**config.mk**
```make
export PLATFORM = sky130hd
export DESIGN_NAME = hazard_control_unit
export DESIGN_NICKNAME = d
export VERILOG_FILES = /design/src/rtl/hazard_control_unit.sv
export SDC_FILE = /design/constraint.sdc
export NUM_CORES = 1
export LEC_CHECK = 0
export BUFFER_PORTS_ARGS = -buffer_cell sky130_fd_sc_hd__buf_2
export CAP_MARGIN = 0
export CORE_MARGIN = 8
export CORE_UTILIZATION = 33
export DETAILED_ROUTE_END_ITERATION = 16
export PLACE_DENSITY = 0.85
export SKIP_CTS_REPAIR_TIMING = 1
export SLEW_MARGIN = 10
export SYNTH_ARGS = -nofsm -noshare
export SYNTH_HDL_FRONTEND = slang
export SYNTH_SLANG_ARGS = --single-unit
```
**constraint.sdc**
```tcl
create_clock -name clk -period 4.55 [get_ports clk]
set_clock_uncertainty 0.05 [all_clocks]
set_input_delay 0.91 -clock clk [delete_from_list [all_inputs] [get_ports clk]]
set_output_delay 0.91 -clock clk [all_outputs]
set_load 0.02 [all_outputs]
```
**src/rtl/hazard_control_unit.sv**
```systemverilog
// Hazard and stall controller for an in-order RV32I pipeline: load-use, multi-cycle EX, flush, memory stalls.
// Optional per-cause stall counters are enabled by defining HAZARD_PERF_EN.
module hazard_control_unit #(
    parameter int NUM_STAGES       = 4,
    parameter int REG_ADDR_W       = 5,
    parameter int LOAD_USE_BUBBLES = 1,
    parameter int FLUSH_CYCLES     = 1
) (
    input  logic                  clk,
    input  logic                  rst_n,
    input  logic [REG_ADDR_W-1:0] rs1_id,
    input  logic [REG_ADDR_W-1:0] rs2_id,
    input  logic                  rs1_used,
    input  logic                  rs2_used,
    input  logic [REG_ADDR_W-1:0] rd_ex,
    input  logic                  ex_is_load,
    input  logic                  ex_busy,
    input  logic                  redirect,
    input  logic                  mem_stall,
    output logic                  load_pc,
    output logic [NUM_STAGES-1:0] load_stage,
    output logic [NUM_STAGES-1:0] bubble_stage,
    output logic [2:0]            stall_cause,
    input  logic [1:0]            perf_sel,
    output logic [31:0]           perf_data
);

    typedef enum logic [1:0] {ST_RUN, ST_LU, ST_FLUSH} state_e;
    typedef enum logic [2:0] {
        CAUSE_NONE  = 3'd0,
        CAUSE_LU    = 3'd1,
        CAUSE_MC    = 3'd2,
        CAUSE_FLUSH = 3'd3,
        CAUSE_MEM   = 3'd4
    } cause_e;

    state_e     state_q, state_d;
    logic [2:0] cnt_q, cnt_d;
    logic       flush_pend_q, flush_pend_d;

    logic   rs1_hit, rs2_hit, lu_hazard;
    logic   flush_now, flush_active, lu_active;
    cause_e cause;

    assign rs1_hit   = rs1_used && (rs1_id == rd_ex);
    assign rs2_hit   = rs2_used && (rs2_id == rd_ex);
    assign lu_hazard = ex_is_load && (rd_ex != '0) && (rs1_hit || rs2_hit);

    // A flush deferred by a memory stall fires on the first cycle memory is ready again.
    assign flush_now    = !mem_stall && (redirect || flush_pend_q);
    assign flush_active = flush_now || (state_q == ST_FLUSH);
    assign lu_active    = (state_q == ST_LU) || ((state_q == ST_RUN) && lu_hazard);

    always_comb begin
        if (mem_stall)         cause = CAUSE_MEM;
        else if (flush_active) cause = CAUSE_FLUSH;
        else if (ex_busy)      cause = CAUSE_MC;
        else if (lu_active)    cause = CAUSE_LU;
        else                   cause = CAUSE_NONE;
    end

    // NOTE: every output gets a default before the case so no path leaves it unassigned (no latch).
    always_comb begin
        load_pc      = 1'b1;
        load_stage   = '1;
        bubble_stage = '0;
        unique case (cause)
            CAUSE_MEM: begin
                load_pc    = 1'b0;
                load_stage = '0;
            end
            CAUSE_FLUSH: begin
                bubble_stage[1:0] = 2'b11;
            end
            CAUSE_MC: begin
                load_pc         = 1'b0;
                load_stage[1:0] = 2'b00;
                bubble_stage[2] = 1'b1;
            end
            CAUSE_LU: begin
                load_pc         = 1'b0;
                load_stage[0]   = 1'b0;
                bubble_stage[1] = 1'b1;
            end
            default: ;
        endcase
        if (!rst_n) begin
            load_pc      = 1'b0;
            load_stage   = '0;
            bubble_stage = '0;
        end
    end

    assign stall_cause = rst_n ? 3'(cause) : 3'd0;

    always_comb begin
        state_d      = state_q;
        cnt_d        = cnt_q;
        flush_pend_d = mem_stall ? (flush_pend_q || redirect) : 1'b0;
        if (mem_stall) begin
            state_d = state_q;
        end else if (flush_now) begin
            if (FLUSH_CYCLES > 1) begin
                state_d = ST_FLUSH;
                cnt_d   = 3'(FLUSH_CYCLES - 1);
            end else begin
                state_d = ST_RUN;
                cnt_d   = 3'd0;
            end
        end else if (state_q == ST_FLUSH) begin
            cnt_d = cnt_q - 3'd1;
            if (cnt_q <= 3'd1) state_d = ST_RUN;
        end else if (ex_busy) begin
            state_d = state_q;
        end else if (state_q == ST_LU) begin
            cnt_d = cnt_q - 3'd1;
            if (cnt_q <= 3'd1) state_d = ST_RUN;
        end else if (lu_hazard && (LOAD_USE_BUBBLES > 1)) begin
            state_d = ST_LU;
            cnt_d   = 3'(LOAD_USE_BUBBLES - 1);
        end
    end

    // NOTE: sequential state uses non-blocking assignments so all flops sample the same pre-edge values.
    always_ff @(posedge clk or negedge rst_n) begin
        if (!rst_n) begin
            state_q      <= ST_RUN;
            cnt_q        <= 3'd0;
            flush_pend_q <= 1'b0;
        end else begin
            state_q      <= state_d;
            cnt_q        <= cnt_d;
            flush_pend_q <= flush_pend_d;
        end
    end

`ifdef HAZARD_PERF_EN
    logic [31:0] perf_q [4];
    logic [31:0] perf_d [4];

    always_comb begin
        for (int i = 0; i < 4; i++) begin
            perf_d[i] = perf_q[i];
            if ((3'(cause) == 3'(i + 1)) && (perf_q[i] != 32'hFFFF_FFFF))
                perf_d[i] = perf_q[i] + 32'd1;
        end
    end

    // NOTE: the counter array is only four words, so it is reset like any other register.
    always_ff @(posedge clk or negedge rst_n) begin
        if (!rst_n) begin
            for (int i = 0; i < 4; i++) perf_q[i] <= 32'd0;
        end else begin
            for (int i = 0; i < 4; i++) perf_q[i] <= perf_d[i];
        end
    end

    assign perf_data = perf_q[perf_sel];
`else
    logic unused_perf_sel;
    assign unused_perf_sel = ^perf_sel;
    assign perf_data       = 32'd0;
`endif

endmodule
```
==> reports/results.ini, run 1 <==
[floorplanning]
rows = 14
start_util_pct = 34.4
ios = 69
die_y_um = 55.1
core-area_um2 = 1470
fp.dieW_um = 55.1
die-area_um2 = 3040

[power]
ir_worst_vdd_mv = 0.0393
leakagePower_nw = 0.333
powerDensity_nw_per_um2 = 141

[critical_path]
worstPathArrival_ns = 2.14
path_class = input pin to output port
rr_worst_depth = 2
required_ns = 3.59
cp-start-kind = input pin
endpoint_kind = output port
critPathMaxFanout = 3

[drt]
drt_iter0_markers = 1
vias = 446
postRouteAntennaNets = 0
met1_length_um = 459
post_drt_via_cell_ratio = 3.88
drc = 0
highest_layer = met3
wl_met3_um = 282
wl_per_cell_um = 11.5
dr.pass1.iters = 4
wl_mm = 1.32
met2_length_um = 580

[synth]
synth.distinct_cells = 18
yosys_warnings = 0
avgSynthCellArea_um2 = 7.22
synth_cells = 70
yosysSeqAreaShare_pct = 4.95
synthesis.area_um2 = 505
synth_seq_cells = 1

[global_routing]
first_global_vias = 479
grt_antenna_before_repair = 0
grt_pass1_wl_mm = 1.75
grtUsageTotal_pct = 7.25
grt_max_degree = 6
gr-total-overflow = 0

[placed_design]
gp_congestion = 0.672
post-place-ws_ns = 1.42
hpwl_mm = 1.32
port_buffers = 33
placed_area_um2 = 541

[timing]
final_max_slew_viol_count = 0
period_minus_slack_ns = 3.10
fin_crit_sh_pct = 68.1
setup_viol = 0
tns_ns = 0
rsz0062_at_grt = false
hold_violations = 0
layout_setup_ws_ns = 1.45
max_freq_mhz = 323

[layout]
fin_nets = 126
fillers = 167
layout-drive-gt1-share_pct = 34.3
largest_reg_flops = 1
postLayoutCellArea_um2 = 541
regMostFlops = flush_pend_q
reg.largest.list = flush_pend_q (1)
final_cell_mix = conb_1, buf_2, xnor2_1
syn2layout_area_growth_pct = 6.93
antenna_cells = 0

[flow_run]
max-cap-violations = 0

[clocking]
clk_pin_slew_ns = 0
worstSkewPairLatency_ns = 0

[worst_hold_path]
hold_depth = 2
hold_class = flop to flop

[status]
outcome = finished, final reports clean

==> kinds of logic after synthesis <==
kind of cell	count (synthesis)	synth area share, %
flip-flops	1	4.95
XOR/XNOR	10	17.3
AO/OA/AOI/OAI	4	5.70
buffers and inverters	38	55.0
AND/OR/NAND/NOR	16	16.3
other	1	0.742
==> worst max-delay path: stages <==
cell,delay [ns]
buf_2,0.12
or4_1,0.51
nor2_1,0.12
nor4b_1,0.08
a31o_2,0.25
buf_2,0.16
==> metrics by stage <==
step           util (%)  power [mW]  cells  hold slack, ns
2_1_floorplan         -      0.0792    102           0.478
3_3_place_gp       36.7      0.0739    115           0.508
3_5_place_dp       36.7      0.0759    115           0.586
4_1_cts            36.7      0.0759    115           0.590
5_1_grt            36.7      0.0820    115           0.598
6_report           36.7      0.0762    115           0.577
==> synth_stat cells <==
master | count | area share [%]
buf_4 | 36 | 53
xnor2_1 | 10 | 17
nand2_1 | 4 | 3.0
nor2_1 | 4 | 3.0
inv_1 | 2 | 1.5
nand4_1 | 2 | 2.5
a31o_2 | 1 | 1.7
a31oi_1 | 1 | 1.2
and2_1 | 1 | 1.2
conb_1 | 1 | 0.74
dfrtp_1 | 1 | 4.9
nand2b_1 | 1 | 1.2
nor2b_1 | 1 | 1.2
nor3_1 | 1 | 0.99
nor4b_1 | 1 | 1.7
o21a_1 | 1 | 1.5
o22ai_1 | 1 | 1.2
or4_1 | 1 | 1.5
==> final cells by class <==
| cell class | count | area, um^2 | share of cell area (%) |
|---|---|---|---|
| timing repair buffer | 33 | 165 | 30.6 |
| inverter | 2 | 7.51 | 1.39 |
| multi-input combinational | 63 | 323 | 59.7 |
| tap | 16 | 20.0 | 3.70 |
| sequential | 1 | 25.0 | 4.63 |
==> final timing paths <==
kind	startpoint	end	slack, ns
min in group asynchronous	rst_n	flush_pend_q	0.66
setup / recovery	rd_ex[2]	bubble_stage[1]	1.45
hold / removal	flush_pend_q	flush_pend_q	0.58
setup reg to reg	flush_pend_q	flush_pend_q	3.65
max in group asynchronous	rst_n	flush_pend_q	3.69
hold reg to reg	flush_pend_q	flush_pend_q	0.58
==> routing by layer <==
layer | up-vias | global-route usage (%)
met5 | - | 0
met3 | 0 | 0.802
met4 | 0 | 0
li1 | 212 | -
met1 | 185 | 8.47
met2 | 49 | 14.4
==> power breakdown <==
part | switching (mW) | internal [mW]
Combinational | 0.0466 | 0.0195
Clock | 0 | 0
Sequential | 0.000394 | 0.00966
Note: power is estimated with default switching activity, not from simulation.
==> run 2, diff against run 1 <==
--- a/config.mk
+++ b/config.mk
@@ -8,9 +8,9 @@
 export BUFFER_PORTS_ARGS = -buffer_cell sky130_fd_sc_hd__buf_2
 export CAP_MARGIN = 0
 export CORE_MARGIN = 8
-export CORE_UTILIZATION = 33
+export CORE_UTILIZATION = 27
 export DETAILED_ROUTE_END_ITERATION = 16
-export PLACE_DENSITY = 0.85
+export PLACE_DENSITY = 0.75
 export SKIP_CTS_REPAIR_TIMING = 1
 export SLEW_MARGIN = 10
 export SYNTH_ARGS = -nofsm -noshare
==> constraint.sdc (replaced) <==
create_clock -name clk -period 2.85 [get_ports clk]
set_clock_uncertainty 0.05 [all_clocks]
set_input_delay 0.57 -clock clk [delete_from_list [all_inputs] [get_ports clk]]
set_output_delay 0.57 -clock clk [all_outputs]
set_load 0.02 [all_outputs]
==> run 2 against run 1 <==
Sequential power is 57% higher. Hold slack worse by 0.26 ns. Wire length is 3.8% higher. Register-to-register slack worse by 1.7 ns. Die area is 16% higher. Setup slack worse by 1.0 ns. Via count is 2.5% higher. Power is 60% higher. Sequential share of layout area is 0.094 points lower. Final cell count is 7.8% higher. Critical endpoint is now load_pc. Largest cell class unchanged. Highest routed layer unchanged.
==> reports/results.ini, run 2 (synthesis gave the netlist of run 1 again) <==
[layout]
syn2layout_area_growth_pct = 9.16
final_cell_mix = conb_1, buf_2, xnor2_1
layout-drive-gt1-share_pct = 34.3  ; unchanged
largest_reg_flops = 1  ; unchanged
fin_cells = 124  ; +7.8%
regMostFlops = flush_pend_q
fin_nets = 126  ; unchanged
reg.largest.list = flush_pend_q (1)
antenna_cells = 0  ; unchanged
fillers = 206  ; +23%

[timing]
layout_setup_ws_ns = 0.415  ; -1.03 ns
period_minus_slack_ns = 2.43
rsz0062_at_grt = false
tns_ns = 0  ; unchanged
setup_viol = 0  ; unchanged
final_max_slew_viol_count = 0  ; unchanged
max_freq_mhz = 411
hold_violations = 0  ; unchanged
fin_crit_sh_pct = 85.4

[critical_path]
path_common_cell = buf_2
endpoint_kind = output port
slowest_delay_ns = 0.52  ; about the same
cp_slowest_cell = or4_1
required_ns = 2.23  ; -1.36 ns
critPathMaxFanout = 3  ; unchanged
cp_num_buf_inv = 2  ; unchanged
cp-start-kind = input pin
path_class = input pin to output port
cp_cell_sequence = buf_2 -> or4_1 -> nor2_1 -> nor4b_1 -> a31oi_1 -> buf_2
worstPathArrival_ns = 1.81  ; -0.33 ns
cp_top_family = simple AND/OR/NAND/NOR gates

[global_routing]
busiest_layer = met2
met1_usage_pct = 6.30  ; -2.2 points
grt_antenna_before_repair = 0  ; unchanged
met3_usage_pct = 2.60  ; +1.8 points
first_global_vias = 462  ; -3.5%
grt_max_degree = 6  ; unchanged
grtUsageTotal_pct = 6.47  ; -0.78 points
gr-usage-met2_pct = 12.9  ; -1.4 points
gr-total-overflow = 0  ; unchanged
grt_pass1_wl_mm = 1.94  ; +11%

[drt]
vias = 457  ; +2.5%
wl_mm = 1.37  ; +3.8%
drc = 0  ; unchanged
dr.pass1.iters = 4  ; unchanged
post_drt_via_cell_ratio = 3.69  ; -5.0%
drt_iter0_markers = 8  ; +7
wl_per_cell_um = 11.1  ; -3.7%
postRouteAntennaNets = 0  ; unchanged

[floorplanning]
rows = 15  ; +1
ios = 69  ; unchanged
core-area_um2 = 1750  ; +19%
fp.dieW_um = 59.3  ; +7.5%
start_util_pct = 29.0  ; -5.4 points
die-area_um2 = 3510  ; +16%
die_y_um = 59.3  ; +7.5%

[placed_design]
post-place-ws_ns = 0.401  ; -1.02 ns
placed_cells = 124  ; +7.8%
gp_congestion = 0.785  ; +17%
port_buffers = 33  ; unchanged
hpwl_mm = 1.33  ; +0.42%

[power]
powerDensity_nw_per_um2 = 221  ; +57%
ir_worst_vdd_mv = 0.0673  ; +71%
leakagePower_nw = 0.333  ; unchanged

[clocking]
worstSkewPairLatency_ns = 0  ; unchanged
clk_pin_slew_ns = 0  ; unchanged

[worst_hold_path]
hold_class = input pin to asynchronous set/reset pin

[status]
outcome = finished, final reports clean

[flow_run]
max-cap-violations = 0  ; unchanged

run 2: cell counts in the layout (fill, tap and decap cells not counted):
Identical to the previous run, type by type.
run 2: worst paths after layout:
path | startpoint | end | slack, ns | cells after the start
setup / recovery | rd_ex[2] | load_pc | 0.42 | 6
hold / removal | rst_n | flush_pend_q | 0.32 | 1
setup reg to reg | flush_pend_q | flush_pend_q | 1.98 | 2
hold reg to reg | flush_pend_q | flush_pend_q | 0.52 | 2
max in group asynchronous | rst_n | flush_pend_q | 2.32 | 1
min in group clk | flush_pend_q | flush_pend_q | 0.52 | 2
run 2: per-stage QoR:
stage | instance area, um^2 | utilization, % | power [mW] | hold WS [ns]
3_5_place_dp | 552 | 31.6 | 0.120 | 0.322
4_1_cts | 552 | 31.6 | 0.121 | 0.322
2_1_floorplan | 626 | - | 0.126 | 0.224
3_3_place_gp | 552 | 31.6 | 0.118 | 0.317
5_1_grt | 552 | 31.6 | 0.130 | 0.329
6_report | 552 | 31.6 | 0.122 | 0.320
run 2: worst register-to-register path, stage by stage, from the launching register on:
cell and delay [ns]:
dfrtp_1 0.35, nor2_1 0.24, nor2b_1 0.08
run 2: final cells by class:
cell class / count / area (um^2) / area share, %
inverters: 2 / 7.51 / 1.36
multi-input cells: 63 / 323 / 58.5
flip-flops and latches: 1 / 25.0 / 4.54
well taps: 25 / 31.3 / 5.67
repair buffers: 33 / 165 / 29.9
run 2: report_power, final:
part           internal [mW]  total [mW]  switching, mW
Sequential            0.0154      0.0159       0.000465
Clock                      0           0              0
Combinational         0.0312       0.106         0.0749
run 2: metal layers:
metal	wire, um	share of wire, %	vias up
li1	-	-	215
met1	478	35	199
met2	652	48	43
met3	239	17	0
met4	0	0	0
met5	0	0	-
